<file path="src/rtl/io_route_sched.sv">
// Round-robin scheduler for a shared registered mux/demux route; holds each route HOLD cycles.
// Optional index range check enabled by defining IO_ROUTE_RANGE_CHK_EN (default: disabled, err tied low).
//
// state  | meaning
// IDLE   | waiting; req sampled and arbitrated here only
// XFER   | route live on mux_sel/demux_sel for HOLD cycles
// DONE   | route finished, done pulse, back to IDLE next cycle
module io_route_sched #(
    parameter int NREQ  = 4,
    parameter int SEL_W = 10,
    parameter int HOLD  = 2
) (
    input  logic                    clk,
    input  logic                    rst_n,
    input  logic [NREQ-1:0]         req,
    input  logic [NREQ*SEL_W-1:0]   req_src,
    input  logic [NREQ*SEL_W-1:0]   req_dst,
    output logic [NREQ-1:0]         gnt,
    output logic [NREQ-1:0]         done,
    output logic [SEL_W-1:0]        mux_sel,
    output logic [SEL_W-1:0]        demux_sel,
    output logic                    route_valid,
    output logic                    busy,
    output logic [NREQ-1:0]         err
);

    localparam int IDX_W = (NREQ > 1) ? $clog2(NREQ) : 1;
    localparam logic [1:0] S_IDLE = 2'd0;
    localparam logic [1:0] S_XFER = 2'd1;
    localparam logic [1:0] S_DONE = 2'd2;
    localparam logic [NREQ-1:0] ONE = NREQ'(1);
    localparam logic [3:0] CNT_LAST = 4'(HOLD - 1);

    logic [1:0]        state;
    logic [3:0]        cnt;
    logic [IDX_W-1:0]  last_gnt;
    logic [IDX_W-1:0]  cur;
    logic [NREQ-1:0]   gnt_q;
    logic [NREQ-1:0]   done_q;
    logic [NREQ-1:0]   err_q;
    logic [SEL_W-1:0]  mux_q;
    logic [SEL_W-1:0]  demux_q;
    logic              rv_q;

    logic              win_found;
    logic [IDX_W-1:0]  win_idx;
    logic [IDX_W-1:0]  cand;
    logic [SEL_W-1:0]  win_src;
    logic [SEL_W-1:0]  win_dst;
    logic              win_bad;

    // Search starts one past the last winner so every requester gets a turn.
    always_comb begin
        win_found = 1'b0;
        win_idx   = '0;
        cand      = '0;
        for (int k = 1; k <= NREQ; k++) begin
            cand = IDX_W'((int'(last_gnt) + k) % NREQ);
            if (!win_found && req[cand]) begin
                win_found = 1'b1;
                win_idx   = cand;
            end
        end
    end

    assign win_src = req_src[int'(win_idx)*SEL_W +: SEL_W];
    assign win_dst = req_dst[int'(win_idx)*SEL_W +: SEL_W];

`ifdef IO_ROUTE_RANGE_CHK_EN
    assign win_bad = (32'(win_src) > 32'd511) || (32'(win_dst) > 32'd511);
`else
    assign win_bad = 1'b0;
`endif

    always_ff @(posedge clk or negedge rst_n) begin
        if (!rst_n) begin
            state    <= S_IDLE;
            cnt      <= '0;
            last_gnt <= IDX_W'(NREQ - 1);
            cur      <= '0;
            gnt_q    <= '0;
            done_q   <= '0;
            err_q    <= '0;
            mux_q    <= '0;
            demux_q  <= '0;
            rv_q     <= 1'b0;
        end else begin
            gnt_q  <= '0;
            done_q <= '0;
            err_q  <= '0;
            case (state)
                S_IDLE: begin
                    if (win_found) begin
                        last_gnt <= win_idx;
                        cur      <= win_idx;
                        gnt_q    <= ONE << win_idx;
                        cnt      <= '0;
                        if (win_bad) begin
                            // Rejected route: skip XFER, leave sels untouched.
                            err_q <= ONE << win_idx;
                            state <= S_DONE;
                        end else begin
                            mux_q   <= win_src;
                            demux_q <= win_dst;
                            rv_q    <= 1'b1;
                            state   <= S_XFER;
                        end
                    end
                end
                S_XFER: begin
                    if (cnt == CNT_LAST) begin
                        state  <= S_DONE;
                        rv_q   <= 1'b0;
                        done_q <= ONE << cur;
                    end else begin
                        cnt <= cnt + 4'd1;
                    end
                end
                S_DONE: begin
                    // A rejected route pulses done one cycle after its gnt/err.
                    if (|err_q) done_q <= ONE << cur;
                    state <= S_IDLE;
                end
                default: state <= S_IDLE;
            endcase
        end
    end

    assign gnt         = gnt_q;
    assign done        = done_q;
    assign err         = err_q;
    assign mux_sel     = mux_q;
    assign demux_sel   = demux_q;
    assign route_valid = rv_q;
    assign busy        = (state != S_IDLE);

endmodule
</file>
<file path="config.mk">
export PLATFORM = sky130hd
export DESIGN_NAME = io_route_sched
export DESIGN_NICKNAME = d
export VERILOG_FILES = /design/src/rtl/io_route_sched.sv
export SDC_FILE = /design/constraint.sdc
export NUM_CORES = 1
export LEC_CHECK = 0
export ABC_AREA = 1
export CAP_MARGIN = 20
export CORE_ASPECT_RATIO = 0.6
export CORE_MARGIN = 3
export CORE_UTILIZATION = 43
export CTS_BUF_LIST = sky130_fd_sc_hd__clkbuf_8
export CTS_CLUSTER_DIAMETER = 40
export CTS_CLUSTER_SIZE = 40
export DETAILED_ROUTE_END_ITERATION = 8
export GPL_TIMING_DRIVEN = 0
export MAX_ROUTING_LAYER = met4
export PLACE_DENSITY = 0.8
export REMOVE_ABC_BUFFERS = 1
export SLEW_MARGIN = 0
export SYNTH_ARGS = -nofsm -noshare
export SYNTH_HDL_FRONTEND = slang
export SYNTH_SLANG_ARGS = --single-unit
</file>
<file path="constraint.sdc">
create_clock -name clk -period 2 [get_ports clk]
set_input_delay 0.3 -clock clk [delete_from_list [all_inputs] [get_ports clk]]
set_output_delay 0.3 -clock clk [all_outputs]
set_load 0.03 [all_outputs]
</file>
Word level (Yosys, flattened, before mapping) --
Index checks and enable logic that the tools add are counted.
Storage, ports and cells: register bits after elaboration 39, output and inout bits 34
Operators by class: add/sub/neg operators 5, multipliers 1, order comparisons 4, equal/unequal tests 5, shift-type cells 4, multiplexer cells 29, reductions and logical operators 13
Operators with widths (number):
- $shiftx 40x32->10 | 1
- $shiftx 40x7->10 | 1
- $mux 4 | 6
- $lt 2x3->1 const B | 4
- $mux 2 | 6
- $mux 1 | 10
- $bmux 1 s2 | 4
- $pmux 4 s2 | 1
- $shl 1x2->4 const A | 2
- $ne 2x2->1 const B | 3
- $reduce_and 3->1 | 2
- $mul 2x3->5 const B | 1
- $add 2x1->2 const B | 2
- $add 2x2->2 const B | 2
- $add 4x1->4 const B | 1
- $eq 4x1->1 const B | 1
- $pmux 2 s2 | 1
- $reduce_and 2->1 | 2
- $reduce_bool 2->1 | 2
- $logic_and 1x1->1 | 3
- $logic_not 1->1 | 3
- $eq 2x1->1 const B | 1
- $logic_not 2->1 | 1
- $pmux 1 s2 | 1

Logic depth before layout (Yosys ltp) --
Gate-level depths: netlist (run 1).
depth after elaboration 16, depth in mapped cells 16, mapped depth without buffers 14

Worst setup path after synthesis (run 1) --
No wires, ideal clock.
path kind reg-to-reg, start register last_gnt[0], end register demux_q[2] (netlist: demux_sel[2]), setup time 117 ps, arrival 1679 ps, setup slack 204 ps, cell stages (with the launch flop) 14, path buffers 2, cells stage by stage dfstp_2 -> buf_4 -> inv_4 -> nand2_1 -> nand2_2 -> nand2_1 -> inv_1 -> a31oi_1 -> nand3_1 -> nor2_1 -> buf_2 -> nand3_1 -> nand2_1 -> nor2_1
Between the ends: word-level cells in the longest chain between the ends 15
RTL lines:
- from (decl) | RTL line 36 | logic [IDX_W-1:0] last_gnt;
- from (signal assigned) | RTL line 79 | last_gnt <= IDX_W'(NREQ - 1);
- from (signal assigned) | RTL line 94 | last_gnt <= win_idx;
- $add 2x1->2 | RTL line 58 | cand = IDX_W'((int'(last_gnt) + k) % NREQ);
- $bmux 1 s2 | RTL line 59 | if (!win_found && req[cand]) begin
- $mux 1 (not written as such) | RTL line 59
- $mux 1 | RTL line 59
- $logic_not 1->1 | RTL line 59
- $logic_and 1x1->1 | RTL line 59
- $mux 1 | RTL line 59
- $logic_not 1->1 | RTL line 59
- $logic_and 1x1->1 | RTL line 59
- $mux 1 | RTL line 59
- $logic_not 1->1 | RTL line 59
- $logic_and 1x1->1 | RTL line 59
- $mux 2 | RTL line 59
- $mul 2x3->5 | RTL line 67 | assign win_dst = req_dst[int'(win_idx)*SEL_W +: SEL_W];
- $shiftx 40x7->10 | RTL line 67
- to (signal assigned) | RTL line 104 | demux_q <= win_dst;
- to (decl) | RTL line 42 | logic [SEL_W-1:0] demux_q;
Parallel ways exist; a longest one is shown, timed or not. The select of a mux whose other input is x is not followed. A chain may end at the register's enable or synchronous reset.

Worst setup path after layout (run 1) --
start register last_gnt[0], end register demux_q[7] (netlist: demux_sel[7])
The elaborated chain is that of the path after synthesis.

==> impl_metrics.yaml, run 1 <==
run_status:
  status: "complete, but fails checks"
  violations: "negative setup slack"
worst_setup_path:
  worst-path-buf-inv: 3
  path_delay_family: "simple AND/OR/NAND/NOR gates"
  crit_chain: "inv_8 > nand2_1 > nand2_4 > nand2_4 > nand2_4 > o21bai_4 > buf_12 > nand2_8 > nand2_8 > buf_12 > nand2_1 > nand2_1 > nor2_1 > nor2_1"
  critPathMaxFanout: 8
  slowest_stage: "dfstp_4"
  cp.depth: 14
  cp-end-kind: "register"
  critPathLaunchType: "register"
  critical_path_class: "reg2reg"
  r2r_cells: 14
  cp_slowest_stage_delay_ns: 0.70
  worstPathRequired_ns: 2.23
  arrival_ns: 2.57
yosys:
  post-synth-top-count-cell: "nand2_1"
  syn_area_um2: 2550
  synth_commonest_cells: "nand2_1, nand3_1, nor2_1, dfrtp_1, inv_1"
  synth_seq_cells: 39
  yosysTopAreaCellShare_pct: 36.2
  synth_edf_count: 0
  synth_compound_area_share_pct: 1.96
  synth_mux_area_share_pct: 0
  ys.warnings.count: 0
  netlist_instances: 389
  avgSynthCellArea_um2: 6.57
  yosysTopAreaCell: "dfrtp_1"
  synth-xor-area-share_pct: 0.686
  async_flop_share_pct: 100
  synthSimpleGateAreaFrac_pct: 46.7
  synthAdderAreaFrac_pct: 0.979
  yosysSeqAreaShare_pct: 38.3
  synth_top_flop_cell: "dfrtp_1"
  synth_top_family_by_area: "simple AND/OR/NAND/NOR gates"
  synth_cell_types: 28
  synth_area_leaders: "dfrtp_1, nand2_1, nand3_1"
power_and_ir_drop:
  total_power_mw: 10.1
  p_leak_nw: 2.29
  ir_drop_uv: 926
  p_per_area_nw_per_um2: 2140
grt:
  grt_pass1_wl_um: 17000
  grt_overflow: 0
  grt_antenna_before_repair: 0
  grt_start_max_net_pins: 40
  grtUsageTotal_pct: 32.6
  grt_pass1_vias: 3273
layout:
  fin_nets: 631
  fin_util_pct: 83.5
  final.fill_count: 315
  stdcell_count: 624
  diodes: 0
  drive_gt1_share_pct: 22.1
  area_growth_pct: 84.6
die:
  io_pins: 120
  initial_core_util_pct: 45.2
  dieArea_um2: 6930
  rows: 21
  coreArea_um2: 5650
  die_h_um: 65.7
  die_w_um: 106
flow_run:
  maxCapViolCount: 0
detailed_routing:
  route.vias.total: 3511
  drt-vias-per-instance: 5.63
  wl_um: 12600
  drc: 0
  drt_iter0_markers: 329
  dr.pass1.iters: 6
  ant_nets: 0
  wl_per_cell_um: 20.2
clock_tree:
  cts.sinks: 39
  htree_levels: 2
  cts_tree: "done"
  insertion_delay_ns: 0.31
  cts_root_buf: "clkbuf_8"
  numCtsBuffers: 5
  clk_pin_slew_ns: 0.09
  clockBufferDepth: 2
sta:
  max_freq_mhz: 428
  hold_viol_final: 0
  post-route-period-util_pct: 117
  max_slew_margin_pct: 38.8
  skew_ns: 0.0119
  drv_slew: 0
  worst_slack_ns: -0.338
  rsz0062_at_grt: "true"
  worstMarginPinSlew_ns: 0.917
  period_needed_ns: 2.34
  setup_viol: 28
place:
  hpwl_um: 5160
  port-buffer-count: 115
  globalplace.congestion: 0.808
  place_ws_ns: -0.956
  place_inst: 565
min_path:
  hold_class: "in2async"
-- report_power, final --
group | internal (mW) | total (mW) | switching [mW]
logic | 3.11 | 8.09 | 4.98
registers | 1.19 | 1.45 | 0.266
clock network | 0.239 | 0.542 | 0.303
total | 4.53 | 10.1 | 5.55
-- registers in the layout, summed over array words and instances, names as in the netlist --
| register | count |
|---|---|
| cnt | 4 |
| cur | 2 |
| demux_sel | 10 |
| done | 4 |
| gnt | 4 |
| last_gnt | 2 |
| mux_sel | 10 |
| route_valid | 1 |
| state | 2 |
-- logic make-up (layout without fill, tap and decap cells) --
family / Yosys count / in the layout
AO/OA/AOI/OAI: 9 / 9
other: 1 / 4
adder cells (fa/ha/maj): 2 / 2
AND/OR/NAND/NOR: 277 / 290
flip-flops: 39 / 39
XOR/XNOR: 2 / 2
buffers and inverters: 59 / 198
-- what timing repair did --
action	in CTS	in global routing
gates cloned	13	1
endpoints found under the setup margin	28	27
pin swaps	27	23
hold buffers	0	0
gates resized for setup	64	34
setup buffers	26	11
-- cell usage in the layout (no fill, tap or decap), types with 3 or more instances in the layout --
cell type | Yosys | layout
o21ai_0 | 5 | 4
nand2_8 | 0 | 17
dfrtp_1 | 37 | 37
nand4_1 | 3 | 3
buf_4 | 5 | 27
nor2_2 | 1 | 3
nand2_4 | 1 | 17
inv_1 | 31 | 31
or2_2 | 7 | 7
nor2_1 | 52 | 46
nor2_4 | 0 | 4
nand2_2 | 3 | 9
nand3_1 | 56 | 51
nor3_1 | 4 | 4
or2_1 | 13 | 13
clkbuf_8 | 0 | 5
conb_1 | 1 | 4
clkinv_2 | 0 | 3
buf_12 | 0 | 7
clkdlybuf4s50_1 | 0 | 114
nand3_2 | 0 | 5
nand2_1 | 136 | 110
-- stage by stage --
step	TNS, ns	hold WS (ns)	cell area (um2)
2_1_floorplan	-12.50	0.00441	2420
3_3_place_gp	-50.57	0.445	3670
3_5_place_dp	-24.17	0.451	3670
4_1_cts	-0.0180	0.142	4450
5_1_grt	-6.26	0.179	4720
6_report	-4.53	0.122	4720
-- path summary, 6_finish.rpt --
check                               end  slack [ns]   startpoint
max in group asynchronous  demux_sel[8]        1.31        rst_n
setup reg to reg           demux_sel[7]       -0.34  last_gnt[0]
hold reg to reg                 done[0]        0.48       cur[0]
hold / removal             demux_sel[7]        0.12        rst_n
setup / recovery           demux_sel[7]       -0.34  last_gnt[0]
min in group clk                done[0]        0.48       cur[0]
-- area by class of cell --
class,count,area (um2),share of cell area (%)
tap,80,100,2.12
sequential,39,982,20.8
clock buffer,5,68.8,1.46
inverter,37,164,3.48
multi-input combinational,307,1850,39.2
clock inverter,3,15.0,0.318
timing repair buffer,152,1530,32.4
timing repair inverter,1,8.76,0.186
-- routing by layer --
layer  vias to the layer above  global-route usage, %  wire length (um)
met5                         -                      -                 0
met2                       316                   51.1              5670
met3                        65                   8.93              1730
met4                         0                   12.4               552
met1                      1608                   40.7              4670
li1                       1522                      -                 -
(Power assumes the default switching activity.)
==> inputs of run 2 (changes only) <==
--- a/config.mk
+++ b/config.mk
@@ -10,7 +10,7 @@
 export CORE_ASPECT_RATIO = 0.6
 export CORE_MARGIN = 3
 export CORE_UTILIZATION = 43
-export CTS_BUF_LIST = sky130_fd_sc_hd__clkbuf_8
+export CTS_BUF_LIST = sky130_fd_sc_hd__clkbuf_4
 export CTS_CLUSTER_DIAMETER = 40
 export CTS_CLUSTER_SIZE = 40
 export DETAILED_ROUTE_END_ITERATION = 8
==> impl_metrics.yaml, run 2 (synthesis gave the netlist of run 1 again) <==
die:
  die_w_um: 106
  dieArea_um2: 6930
  die_h_um: 65.7
  rows: 21
  coreArea_um2: 5650
  io_pins: 120
  initial_core_util_pct: 45.2
worst_setup_path:
  path_delay_family: "simple AND/OR/NAND/NOR gates"
  critPathMaxFanout: 10
  rr_endpoint: "demux_sel[7]"
  worst-path-buf-inv: 3
  reg2reg_from: "last_gnt[0]"
  critPathLaunchType: "register"
  arrival_ns: 2.62
  slowest_stage: "dfstp_2"
  crit_chain: "clkinv_4 > nand2_2 > nand2_2 > nand2_4 > nand2_4 > o21bai_4 > buf_12 > buf_12 > nand2_8 > nand3_1 > nand2_1 > nor2_1 > nor2_1"
  cp-end-kind: "register"
  cp_slowest_stage_delay_ns: 0.64
  r2r_cells: 13
  critical_path_class: "reg2reg"
  worstSetupStartpoint: "last_gnt[0]"
  worstPathRequired_ns: 2.30
  reg2reg_slack_ns: -0.32
sta:
  period_needed_ns: 2.32
  max_slew_margin_pct: 39.8
  skew_ns: 0.0232
  hold_viol_final: 0
  setup_viol: 28
  worst_slack_ns: -0.319
  drv_slew: 0
  rsz0062_at_grt: "true"
  post-route-period-util_pct: 116
  worstMarginPinSlew_ns: 0.904
  max_freq_mhz: 431
layout:
  area_growth_pct: 88.9
  fin_util_pct: 85.4
  final.fill_count: 297
  fin_nets: 637
  mostFrequentLayoutCell: "clkdlybuf4s50_1"
  layout_common_cells: "clkdlybuf4s50_1, nand2_1, nor2_1"
  drive_gt1_share_pct: 25.5
detailed_routing:
  drc: 0
  dr.pass1.iters: 6
  wl_um: 14000
  wl_per_cell_um: 22.2
  route.vias.total: 3684
  drt_iter0_markers: 626
  drt-vias-per-instance: 5.84
  ant_nets: 0
min_path:
  hold_class: "in2async"
place:
  globalplace.congestion: 0.808
  hpwl_um: 5160
  port-buffer-count: 115
grt:
  grt_pass1_wl_um: 17400
  grtUsageTotal_pct: 33.9
  grt_overflow: 0
  grt_antenna_before_repair: 1
  grt_pass1_vias: 3284
  grt_start_max_net_pins: 40
clock_tree:
  cts_tree: "done"
  htree_levels: 2
  postCtsHoldBufs: 0
  cts.sinks: 39
  numCtsBuffers: 5
  clockBufferDepth: 2
  cts_root_buf: "clkbuf_4"
  insertion_delay_ns: 0.40
  clk_pin_slew_ns: 0.14
run_status:
  status: "complete, but fails checks"
  violations: "negative setup slack"
flow_run:
  maxCapViolCount: 0
[run 2: timing repair]
item | in CTS | in global routing
pin swaps | 26 | 30
endpoints found under the setup margin | 28 | 29
setup buffers | 27 | 11
gates resized for setup | 66 | 55
gates cloned | 15 | 4
[run 2: worst max path at each step]
stage,end,slack [ns],cells after the start
after global placement,mux_sel[7],-1.49,12
after floorplan,demux_sel[0],-0.52,13
after CTS,mux_sel[7],-0.002,11
after global routing,demux_sel[7],-0.34,13
after detailed placement,mux_sel[7],-0.96,12
final,demux_sel[7],-0.32,13
[run 2: cell type report]
class / instances / area [um2] / area share, %
multi-input combinational: 312 / 1970 / 40.8
timing repair buffer: 153 / 1550 / 32.1
sequential: 39 / 978 / 20.3
inverter: 37 / 166 / 3.45
tap: 80 / 100 / 2.07
clock buffer: 5 / 37.5 / 0.778
clock inverter: 3 / 15.0 / 0.311
timing repair inverter: 1 / 8.76 / 0.181
antenna: 1 / 2.50 / 0.0518
[run 2: layer usage]
metal  up-vias  global-route usage (%)  share of wire (%)
li1       1543                       -                  -
met1      1643                    41.4                 35
met2       371                    53.4                 42
met3       127                    9.42                 16
met4         0                    14.5                7.0
met5         -                       -                  0
[run 2: through the flow]
step | instances | worst slack, ns | hold WS [ns] | cell area, um2 | setup TNS, ns
floorplan | 370 | -0.522 | 0.00441 | 2420 | -12.50
global placement | 565 | -1.49 | 0.445 | 3670 | -50.57
detailed placement | 565 | -0.956 | 0.451 | 3670 | -24.17
CTS | 615 | -0.00248 | 0.0707 | 4450 | -0.00248
global route | 631 | -0.341 | 0.0568 | 4830 | -6.92
finish | 631 | -0.319 | 0.0123 | 4830 | -5.62
Power of run 2 is not shown: default switching activity piles up to over one toggle a cycle in this logic, so the estimate is an artifact.
